==> src/rtl/chunk_serial_subtractor_pkg.sv <==
// -----------------------------------------------------------------------------
// sub_pkg
//   Shared definitions for chunk_serial_subtractor:
//     - state_e      : FSM state encoding (IDLE, CALC, DONE)
//     - cfg_ok()     : WIDTH must be a positive multiple of CHUNK
//     - num_chunks() : N = WIDTH / CHUNK chunk cycles per operation
//     - idx_bits()   : width of the chunk index counter (at least 1 bit)
// -----------------------------------------------------------------------------
package sub_pkg;

   typedef enum logic [1:0] {
      IDLE = 2'd0,
      CALC = 2'd1,
      DONE = 2'd2
   } state_e;

   function automatic bit cfg_ok(input int width, input int chunk);
      return (chunk > 0) && (width >= chunk) && ((width % chunk) == 0);
   endfunction

   function automatic int num_chunks(input int width, input int chunk);
      return width / chunk;
   endfunction

   // With a single chunk the counter is never advanced, but a zero-width
   // vector is not legal, so keep one bit.
   function automatic int idx_bits(input int n);
      return (n > 1) ? $clog2(n) : 1;
   endfunction

endpackage : sub_pkg

==> src/rtl/chunk_serial_subtractor_if.sv <==
// -----------------------------------------------------------------------------
// chunk_serial_subtractor_if
//   Operand and result handshakes of the chunk-serial subtractor.
//
//   Handshake rule (both channels): a transfer happens on the rising clock
//   edge where valid and ready are both 1. The producer keeps valid and its
//   payload stable until that edge; ready never depends combinationally on
//   valid in this block.
//
//   Signals:
//     in_valid  master->slave  operands present
//     in_ready  slave->master  block can accept operands
//     a, b      master->slave  minuend / subtrahend (WIDTH)
//     bin       master->slave  borrow-in
//     out_valid slave->master  result present
//     out_ready master->slave  consumer accepts result
//     d         slave->master  difference (WIDTH)
//     bout      slave->master  borrow-out of MSB
//     ovf       slave->master  signed overflow
//     zero      slave->master  d == 0
// -----------------------------------------------------------------------------
interface chunk_serial_subtractor_if #(
   parameter int WIDTH = 16
) ();

   logic             in_valid;
   logic             in_ready;
   logic [WIDTH-1:0] a;
   logic [WIDTH-1:0] b;
   logic             bin;
   logic             out_valid;
   logic             out_ready;
   logic [WIDTH-1:0] d;
   logic             bout;
   logic             ovf;
   logic             zero;

   modport master (
      output in_valid, a, b, bin, out_ready,
      input  in_ready, out_valid, d, bout, ovf, zero
   );

   modport slave (
      input  in_valid, a, b, bin, out_ready,
      output in_ready, out_valid, d, bout, ovf, zero
   );

endinterface : chunk_serial_subtractor_if

==> src/rtl/chunk_serial_subtractor_sub_chunk.sv <==
// -----------------------------------------------------------------------------
// sub_chunk
//   Combinational CHUNK-bit ripple-borrow subtractor: d = a - b - bin.
//   Ports:
//     a_i, b_i   CHUNK-bit operands
//     bin_i      borrow into bit 0
//     d_o        CHUNK-bit difference
//     bout_o     borrow out of the top bit
//     bmsb_o     borrow into the top bit (for signed-overflow detection)
// -----------------------------------------------------------------------------
module sub_chunk #(
   parameter int CHUNK = 4
) (
   input  logic [CHUNK-1:0] a_i,
   input  logic [CHUNK-1:0] b_i,
   input  logic             bin_i,
   output logic [CHUNK-1:0] d_o,
   output logic             bout_o,
   output logic             bmsb_o
);

   // br[i] is the borrow into bit i; br[CHUNK] leaves the chunk.
   logic [CHUNK:0] br;

   always_comb begin
      br    = '0;
      d_o   = '0;
      br[0] = bin_i;
      for (int i = 0; i < CHUNK; i++) begin
         d_o[i]   = a_i[i] ^ b_i[i] ^ br[i];
         // Borrow when a<b at this bit, or when they are equal and a borrow
         // is already pending from below.
         br[i+1]  = (~a_i[i] & b_i[i]) | (~(a_i[i] ^ b_i[i]) & br[i]);
      end
   end

   assign bout_o = br[CHUNK];
   assign bmsb_o = br[CHUNK-1];

endmodule : sub_chunk

==> src/rtl/chunk_serial_subtractor.sv <==
// -----------------------------------------------------------------------------
// chunk_serial_subtractor
//   Multi-cycle subtractor D = A - B - bin over WIDTH bits, CHUNK bits per
//   clock. The borrow between chunks is held in a register, so one CHUNK-bit
//   subtractor is reused N = WIDTH/CHUNK times per operation.
//
//   Ports:
//     clk          rising-edge clock
//     rst_n        asynchronous active-low reset
//     bus          operand/result handshakes (chunk_serial_subtractor_if.slave)
//     dbg_state_o  current FSM state
//
//   Timing: operands accepted at edge k -> out_valid high after edge k+N.
//   Result is held in DONE until out_ready; back to IDLE one edge later.
// -----------------------------------------------------------------------------
module chunk_serial_subtractor
   import sub_pkg::*;
#(
   parameter int WIDTH = 16,
   parameter int CHUNK = 4
) (
   input  logic                       clk,
   input  logic                       rst_n,
   chunk_serial_subtractor_if.slave   bus,
   output state_e                     dbg_state_o
);

   localparam int N     = num_chunks(WIDTH, CHUNK);
   localparam int IDX_W = idx_bits(N);
   localparam logic [IDX_W-1:0] LAST_IDX = IDX_W'(N - 1);

   if (!cfg_ok(WIDTH, CHUNK)) begin : g_bad_cfg
      $error("chunk_serial_subtractor: WIDTH must be a positive multiple of CHUNK");
   end

   // ---------------------------------------------------------------------------
   // State and datapath registers
   // ---------------------------------------------------------------------------
   state_e             state_q,  state_d;
   logic [WIDTH-1:0]   a_q,      a_d;
   logic [WIDTH-1:0]   b_q,      b_d;
   logic [WIDTH-1:0]   d_q,      d_d;
   logic               borrow_q, borrow_d;
   logic [IDX_W-1:0]   idx_q,    idx_d;
   logic               ovf_q,    ovf_d;
   logic               zero_q,   zero_d;

   // ---------------------------------------------------------------------------
   // Chunk datapath
   // ---------------------------------------------------------------------------
   logic [CHUNK-1:0]   chunk_a;
   logic [CHUNK-1:0]   chunk_b;
   logic [CHUNK-1:0]   chunk_d;
   logic               chunk_bout;
   logic               chunk_bmsb;
   logic [WIDTH-1:0]   d_next;
   int                 base;

   assign base    = int'(idx_q) * CHUNK;
   assign chunk_a = a_q[base +: CHUNK];
   assign chunk_b = b_q[base +: CHUNK];

   sub_chunk #(
      .CHUNK (CHUNK)
   ) u_chunk (
      .a_i    (chunk_a),
      .b_i    (chunk_b),
      .bin_i  (borrow_q),
      .d_o    (chunk_d),
      .bout_o (chunk_bout),
      .bmsb_o (chunk_bmsb)
   );

   // Result with the current chunk merged in; on the last chunk this is the
   // complete difference, which lets zero be registered on entry to DONE.
   always_comb begin
      d_next              = d_q;
      d_next[base +: CHUNK] = chunk_d;
   end

   // ---------------------------------------------------------------------------
   // Next-state logic
   // ---------------------------------------------------------------------------
   always_comb begin
      state_d  = state_q;
      a_d      = a_q;
      b_d      = b_q;
      d_d      = d_q;
      borrow_d = borrow_q;
      idx_d    = idx_q;
      ovf_d    = ovf_q;
      zero_d   = zero_q;

      unique case (state_q)
         IDLE: begin
            // in_ready is 1 throughout IDLE, so in_valid alone is the transfer.
            if (bus.in_valid) begin
               a_d      = bus.a;
               b_d      = bus.b;
               borrow_d = bus.bin;
               idx_d    = '0;
               state_d  = CALC;
            end
         end

         CALC: begin
            d_d      = d_next;
            borrow_d = chunk_bout;
            if (idx_q == LAST_IDX) begin
               // Signed overflow: borrow into the MSB differs from the borrow
               // out of it.
               ovf_d   = chunk_bmsb ^ chunk_bout;
               zero_d  = (d_next == '0);
               state_d = DONE;
            end else begin
               idx_d = idx_q + 1'b1;
            end
         end

         DONE: begin
            if (bus.out_ready) begin
               state_d = IDLE;
            end
         end

         default: begin
            state_d = IDLE;
         end
      endcase
   end

   // ---------------------------------------------------------------------------
   // Registers
   // ---------------------------------------------------------------------------
   always_ff @(posedge clk or negedge rst_n) begin
      if (!rst_n) begin
         state_q  <= IDLE;
         a_q      <= '0;
         b_q      <= '0;
         d_q      <= '0;
         borrow_q <= 1'b0;
         idx_q    <= '0;
         ovf_q    <= 1'b0;
         zero_q   <= 1'b0;
      end else begin
         state_q  <= state_d;
         a_q      <= a_d;
         b_q      <= b_d;
         d_q      <= d_d;
         borrow_q <= borrow_d;
         idx_q    <= idx_d;
         ovf_q    <= ovf_d;
         zero_q   <= zero_d;
      end
   end

   // ---------------------------------------------------------------------------
   // Outputs: all driven from registers, so neither ready nor valid has a
   // combinational path from the opposite side of the handshake.
   // ---------------------------------------------------------------------------
   assign bus.in_ready  = (state_q == IDLE);
   assign bus.out_valid = (state_q == DONE);
   assign bus.d         = d_q;
   assign bus.bout      = borrow_q;
   assign bus.ovf       = ovf_q;
   assign bus.zero      = zero_q;
   assign dbg_state_o   = state_q;

endmodule : chunk_serial_subtractor

==> src/flat_wrapper.sv <==
// flat-port wrapper written by rule: the top's interface ports become plain ports
module chunk_serial_subtractor_flat import sub_pkg::*;
#(
   parameter int WIDTH = 16,
   parameter int CHUNK = 4
)
  (clk, rst_n, dbg_state_o, bus_in_valid, bus_a, bus_b, bus_bin, bus_out_ready, bus_in_ready, bus_out_valid, bus_d, bus_bout, bus_ovf, bus_zero);
  chunk_serial_subtractor_if #(.WIDTH(WIDTH)) bus_i ();
  input  logic clk;
  input  logic rst_n;
  output state_e dbg_state_o;
  input wire logic [$bits(bus_i.in_valid)-1:0] bus_in_valid;
  input wire logic [$bits(bus_i.a)-1:0] bus_a;
  input wire logic [$bits(bus_i.b)-1:0] bus_b;
  input wire logic [$bits(bus_i.bin)-1:0] bus_bin;
  input wire logic [$bits(bus_i.out_ready)-1:0] bus_out_ready;
  output wire logic [$bits(bus_i.in_ready)-1:0] bus_in_ready;
  output wire logic [$bits(bus_i.out_valid)-1:0] bus_out_valid;
  output wire logic [$bits(bus_i.d)-1:0] bus_d;
  output wire logic [$bits(bus_i.bout)-1:0] bus_bout;
  output wire logic [$bits(bus_i.ovf)-1:0] bus_ovf;
  output wire logic [$bits(bus_i.zero)-1:0] bus_zero;
  assign bus_i.in_valid = bus_in_valid;
  assign bus_i.a = bus_a;
  assign bus_i.b = bus_b;
  assign bus_i.bin = bus_bin;
  assign bus_i.out_ready = bus_out_ready;
  assign bus_in_ready = bus_i.in_ready;
  assign bus_out_valid = bus_i.out_valid;
  assign bus_d = bus_i.d;
  assign bus_bout = bus_i.bout;
  assign bus_ovf = bus_i.ovf;
  assign bus_zero = bus_i.zero;
  chunk_serial_subtractor #(.WIDTH(WIDTH), .CHUNK(CHUNK)) u_core (.clk(clk), .rst_n(rst_n), .bus(bus_i), .dbg_state_o(dbg_state_o));
endmodule
==> config.mk <==
export PLATFORM = sky130hd
export DESIGN_NAME = chunk_serial_subtractor_flat
export DESIGN_NICKNAME = d
export VERILOG_FILES = /design/src/rtl/chunk_serial_subtractor_pkg.sv /design/src/rtl/chunk_serial_subtractor_if.sv /design/src/rtl/chunk_serial_subtractor_sub_chunk.sv /design/src/rtl/chunk_serial_subtractor.sv /design/src/flat_wrapper.sv
export SDC_FILE = /design/constraint.sdc
export NUM_CORES = 1
export LEC_CHECK = 0
export BUFFER_PORTS_ARGS = -buffer_cell sky130_fd_sc_hd__buf_2
export CAP_MARGIN = 5
export CORE_ASPECT_RATIO = 1.4
export CORE_MARGIN = 1.5
export CORE_UTILIZATION = 58
export CTS_BUF_LIST = sky130_fd_sc_hd__clkbuf_4 sky130_fd_sc_hd__clkbuf_8
export CTS_CLUSTER_SIZE = 20
export DETAILED_ROUTE_END_ITERATION = 6
export PLACE_DENSITY = 0.85
export SYNTH_ARGS = -nofsm -noshare
export SYNTH_HDL_FRONTEND = slang
export SYNTH_SLANG_ARGS = --single-unit
==> constraint.sdc <==
create_clock -name clk -period 5.3 [get_ports clk]
set_input_delay 0.265 -clock clk [delete_from_list [all_inputs] [get_ports clk]]
set_output_delay 0.265 -clock clk [all_outputs]
set_load 0.01 [all_outputs]
==> results_dict.tcl, run 1 <==
set metrics [dict create \
    avgSynthCellArea_um2 13.78 \
    synthFlopType "dfrtp_1" \
    fp-row-count 29 \
    cts_tree "built" \
    io_pins 60 \
    dieArea_um2 5055 \
    rsz0062_at_grt "false" \
    post-route-period-util 0.6733 \
    cp_slowest_cell "fa_1" \
    postRouteAntennaNets 0 \
    path_depth 11 \
    p_leak_nw 1.498 \
    critPathLaunchType "flop" \
    worstPathBufferInverterCount 2 \
    drt_iter0_drc 138 \
    h-tree-depth 2 \
    place_ws_ps 1759 \
    final_core_util 0.6947 \
    cts_setup_buffers 0 \
    worstSetupPathType "flop to flop" \
    ys_seq_area_frac 0.5123 \
    yosys_warnings 0 \
    critPathTopFamily "adder cells" \
    synth_nets 242 \
    antenna_found_initial 0 \
    n_antenna_cell 0 \
    cellPowerDensity_nw_per_um2 717.5 \
    core_um2 4499 \
    start_util 0.5971 \
    worst_ir_drop_vdd_mv 0.4807 \
    synth_cell_types 42 \
    hp-class "primary input to async pin" \
    clk_transition_reported_paths_ps 90 \
    cts_resized 0 \
    tns_ps 0 \
    drive_above_1_share 0.4302 \
    r2r_start "u_core.idx_q[1]$_DFFE_PN0P_" \
    track_usage 0.2432 \
    avgRoutedWirePerCell_um 16.73 \
    cts.sinks 55 \
    syn_area_um2 2686 \
    gp_congestion 0.8978 \
    holdBufCountCts 0 \
    hold_violations 0 \
    slew_viol_final 0 \
    critPathMaxStageDelay_ps 660 \
    slew_headroom 0.5350 \
    die_w_um 60.52 \
    power_w 0.002243 \
    r2r-end "u_core.bus.zero$_DFFE_PN0P_" \
    numCtsBuffers 5 \
    finClkSkew_ps 4.126 \
    synth-edff-count 0 \
    worstPathMaxFanout 13 \
    syn_inst 195 \
    grt_pass1_vias 1996 \
    via_count 1893 \
    critPathMostFrequentCell "fa_1" \
    grt_overflow_total 0 \
    clkLatencyLatePin_ps 300 \
    ys_ff_latch 55 \
    layout_commonest_cell "buf_2" \
    ff2ff_setup_slack_ps 1730 \
    max_freq_mhz 280.2 \
    via_per_inst 5.916 \
    cp.required_ps 5500 \
    numPortBuffers 59 \
    r2r_cells 11 \
    crit_path_cell_trace "mux4_1 > inv_1 > fa_1 > inv_1 > fa_1 > fa_1 > fa_1 > nor3_1 > nor4_1 > nor3_1 > a32o_2" \
    drv_cap 0 \
    grt_pass1_wl_mm 9.170 \
    grt_max_degree 56 \
    clockBufferDepth 2 \
    layout_common_cells "buf_2, dfrtp_1, mux2_2" \
    crit_arrival_ps 3770 \
    finalSetupViolations 0 \
    status "complete, no violations" \
    async_flop_share 1.000 \
    dieHeight_um 83.53 \
    wirelength_mm 5.355 \
    final_nets 304 \
    period_needed_ps 3569 \
    dp_hpwl_mm 4.024 \
    end_kind "flop" \
    syn2layout_area_growth_pct 16.35 \
    setup_ws_ps 1731 \
    first_pass_iters 4 \
    root_buffer "clkbuf_8" \
    worst_pin_slew_ps 696.1 \
    drc_errors 0 \
]
cells in the mapped netlist, types with 2 or more instances:
cell type,n,area share
nand2b_1,2,0.0047
mux2_1,4,0.017
nor3_1,4,0.0075
mux2_2,30,0.13
inv_1,13,0.018
o21ai_0,4,0.0075
nor4_1,2,0.0047
nor2_1,4,0.0056
nor4_2,2,0.0093
nor2b_1,4,0.0093
buf_4,2,0.0056
mux2i_1,2,0.0075
buf_2,3,0.0056
mux4_2,6,0.050
a22o_1,15,0.049
fa_1,4,0.030
dfrtp_1,55,0.51
mux4_1,2,0.020
nand2_1,9,0.013
ha_1,6,0.028
logic make-up (layout without fill, tap and decap cells):
| logic type | count (synthesis) | in the layout | synth area share |
|---|---|---|---|
| AOI/OAI and AO/OA | 30 | 30 | 0.08943 |
| xor gates and xnor gates | 1 | 1 | 0.003261 |
| adders and majority gates | 10 | 10 | 0.05776 |
| buffers and inverters | 20 | 83 | 0.03493 |
| DFF | 55 | 55 | 0.5123 |
| muxes | 44 | 44 | 0.2198 |
| and+or+nand+nor | 35 | 35 | 0.08244 |
worst reg2reg max path: cells and delay by family (launching register included):
kind,cells,cell delay (ps)
adders and majority gates,4,1630
DFF,1,650
and+or+nand+nor,3,390
muxes,1,370
AOI/OAI and AO/OA,1,290
buffers and inverters,2,150
power breakdown:
group | leakage, nW | internal, W | switching, W
Sequential | 0.682 | 0.000607 | 0.000135
Combinational | 0.767 | 0.000584 | 0.000686
Clock | 0.0491 | 0.000103 | 0.000127
flip-flops by register name, summed over array words and instances (netlist names):
signal              cells
u_core.bus.ovf          1
u_core.dbg_state_o      2
u_core.bus.d           16
u_core.b_q             16
u_core.idx_q            2
u_core.bus.bout         1
u_core.a_q             16
u_core.bus.zero         1
layer usage:
layer  vias up  track usage  part of all wire
li1        840            -                 -
met1       945       0.3048              0.38
met2        87       0.3923              0.51
met3        21      0.05891             0.062
met4         0       0.1067             0.041
met5         -            0                 0
metrics by stage:
step           hold slack [ps]  instance area [µm²]  instances
4_1_cts                  96.80                 3126        320
2_1_floorplan           -30.59                 2686        195
3_3_place_gp             429.8                 3037        312
6_report                 71.65                 3126        320
5_1_grt                  139.2                 3126        320
3_5_place_dp             425.5                 3037        312
final cells by class:
class | count | area, µm²
inverters | 13 | 48.80
well taps | 62 | 77.57
clock buffers | 7 | 83.83
clock inverters | 1 | 5.005
repair buffers | 62 | 317.8
flip-flops and latches | 55 | 1376
fillers | 360 | 1374
multi-input cells | 120 | 1216
worst max-delay path by stage:
stage	end	slack (ps)	start
after floorplan	u_core.bus.zero$_DFFE_PN0P_	1870	u_core.idx_q[0]$_DFFE_PN0P_
after global placement	u_core.bus.zero$_DFFE_PN0P_	1870	u_core.idx_q[1]$_DFFE_PN0P_
after detailed placement	u_core.bus.zero$_DFFE_PN0P_	1760	u_core.idx_q[1]$_DFFE_PN0P_
after CTS	u_core.bus.zero$_DFFE_PN0P_	1740	u_core.idx_q[1]$_DFFE_PN0P_
after global routing	u_core.bus.zero$_DFFE_PN0P_	1600	u_core.idx_q[1]$_DFFE_PN0P_
final	u_core.bus.zero$_DFFE_PN0P_	1730	u_core.idx_q[1]$_DFFE_PN0P_
Note: power is estimated with default switching activity, not from simulation.
==> run 2: changes to the inputs <==
CORE_UTILIZATION = 56   (was 58)
PLACE_DENSITY = 0.82   (was 0.85)
clock period = 3.7 ns   (was 5.3 ns; I/O delays follow)
==> results_dict.tcl, run 2 (same netlist as run 1, synthesis figures left out) <==
set metrics [dict create \
    layout_commonest_cell "buf_2" \
    layout_common_cells "buf_2, dfrtp_1, mux2_2" \
    end_kind "flop" \
    first_pass_iters 4 \
    critPathLaunchType "flop" \
    root_buffer "clkbuf_8" \
    worst_ir_drop_vdd_mv 0.7674 \
    drv_cap 0 \
    clkLatencyLatePin_ps 310 \
    h-tree-depth 2 \
    setup_ws_ps 210.1 \
    cp.required_ps 3910 \
    clk_transition_reported_paths_ps 100 \
    drc_errors 0 \
    avgRoutedWirePerCell_um 16.87 \
    via_count 1879 \
    crit_path_cell_trace "mux4_2 > inv_1 > fa_1 > inv_1 > fa_1 > fa_2 > fa_2 > nor3_1 > nor4_1 > nor3_1 > a32o_2" \
    critPathMaxStageDelay_ps 640 \
    cts_tree "built" \
    cts.sinks 55 \
    holdBufCountCts 0 \
    io_pins 60 \
    wirelength_mm 5.449 \
    worst_pin_slew_ps 656.5 \
    start_util 0.5876 \
    status "finished with violations" \
    slew_headroom 0.5623 \
    clockBufferDepth 2 \
    worstSetupPathType "flop to flop" \
    grt_pass1_vias 1991 \
    cp_slowest_cell "fa_2" \
    dp_hpwl_mm 3.951 \
    fp-row-count 29 \
    via_per_inst 5.817 \
    r2r_cells 11 \
    dieArea_um2 5227 \
    numPortBuffers 59 \
    p_leak_nw 1.524 \
    tns_ps 0 \
    place_ws_ps 179.5 \
    finalSetupViolations 0 \
    seqCellArea_um2 1376 \
    hp-class "primary input to async pin" \
    cellPowerDensity_nw_per_um2 1099 \
    track_usage 0.2376 \
    period_needed_ps 3490 \
    syn2layout_area_growth_pct 19.14 \
    postRouteAntennaNets 0 \
    hold_ws_ps -22.62 \
    core_um2 4572 \
    violations "hold timing" \
    grt_overflow_total 0 \
    gp_congestion 0.8682 \
    rsz0062_at_grt "false" \
    fillers 343 \
    grt_max_degree 56 \
    slew_viol_final 0 \
    worstPathMaxFanout 5 \
    grt_pass1_wl_mm 9.280 \
    hold_violations 39 \
    drt_iter0_drc 89 \
    post-route-period-util 0.9432 \
    final_nets 307 \
    finClkSkew_ps 12.68 \
    drive_above_1_share 0.4483 \
    crit_arrival_ps 3700 \
    die_w_um 61.54 \
    n_antenna_cell 0 \
    dieHeight_um 84.95 \
    multi_input_area_um2 1217 \
    max_freq_mhz 286.5 \
    numCtsBuffers 5 \
    antenna_found_initial 0 \
]
==> run 2: cell types whose count changed in the layout (fill, tap and decap cells not counted), sizes merged <==
cell      previous run  this run
buf                 62        65
bufinv               0         2
clkbuf               7         5
clkinv               1         0
clkinvlp             0         1
==> run 2: critical path, delay by kind of cell, from the launching register on <==
kind | cells | cell delay (ps)
adder cells (fa/ha/maj) | 4 | 1570
multiplexers | 1 | 550
AND/OR/NAND/NOR | 3 | 420
flip-flops | 1 | 420
AO/OA/AOI/OAI | 1 | 290
buffers and inverters | 2 | 150
==> run 2: routing by layer <==
metal,track usage,share of wire,wire length [µm],vias to the layer above
li1,-,-,-,855
met1,0.3119,0.40,2175,927
met2,0.3694,0.52,2811,77
met3,0.04878,0.046,253,20
met4,0.1141,0.038,209,0
met5,0,0,0,-
==> run 2: through the flow <==
step           instance area, µm²  power [W]  instances  utilization  hold slack (ps)
2_1_floorplan                2686   0.002382        195            -           -110.6
4_1_cts                      3181   0.003362        321       0.6957            13.22
5_1_grt                      3201   0.003749        323       0.7001            44.05
3_3_place_gp                 3044   0.002824        313       0.6658            347.8
6_report                     3201   0.003517        323       0.7001           -22.62
3_5_place_dp                 3044   0.002886        313       0.6658            345.7
==> run 2: final cells by class <==
class                           count  area share
Clock buffer                        5     0.02150
Clock inverter                      3     0.02111
Inverter                           13     0.01525
Multi-Input combinational cell    120      0.3804
Sequential cell                    55      0.4300
Tap cell                           62     0.02424
Timing Repair Buffer               65      0.1075
==> run 2: path summary, 6_finish.rpt <==
check	start	endpoint	slack, ps
worst max-delay path	u_core.idx_q[0]$_DFFE_PN0P_	u_core.bus.zero$_DFFE_PN0P_	210
worst min-delay path	rst_n	u_core.bus.d[2]$_DFFE_PN0P_	-20
worst min register to register	u_core.bus.ovf$_DFFE_PN0P_	u_core.bus.ovf$_DFFE_PN0P_	480
min in group clk	bus_out_ready	u_core.dbg_state_o[1]$_DFFE_PN0P_	40
worst max register to register	u_core.idx_q[0]$_DFFE_PN0P_	u_core.bus.zero$_DFFE_PN0P_	210
max in group asynchronous	rst_n	u_core.b_q[0]$_DFFE_PN0P_	3280
==> run 2: timing repair <==
action                                  4_1_cts  5_1_grt
setup buffers                                 0        2
endpoints found under the setup margin        0        1
gates resized for setup                       0        4
==> run 2: report_power, final <==
part           switching (W)  internal (W)  leakage [nW]
registers           0.000188      0.000870         0.682
logic                0.00103      0.000966         0.778
clock network       0.000191      0.000270        0.0644
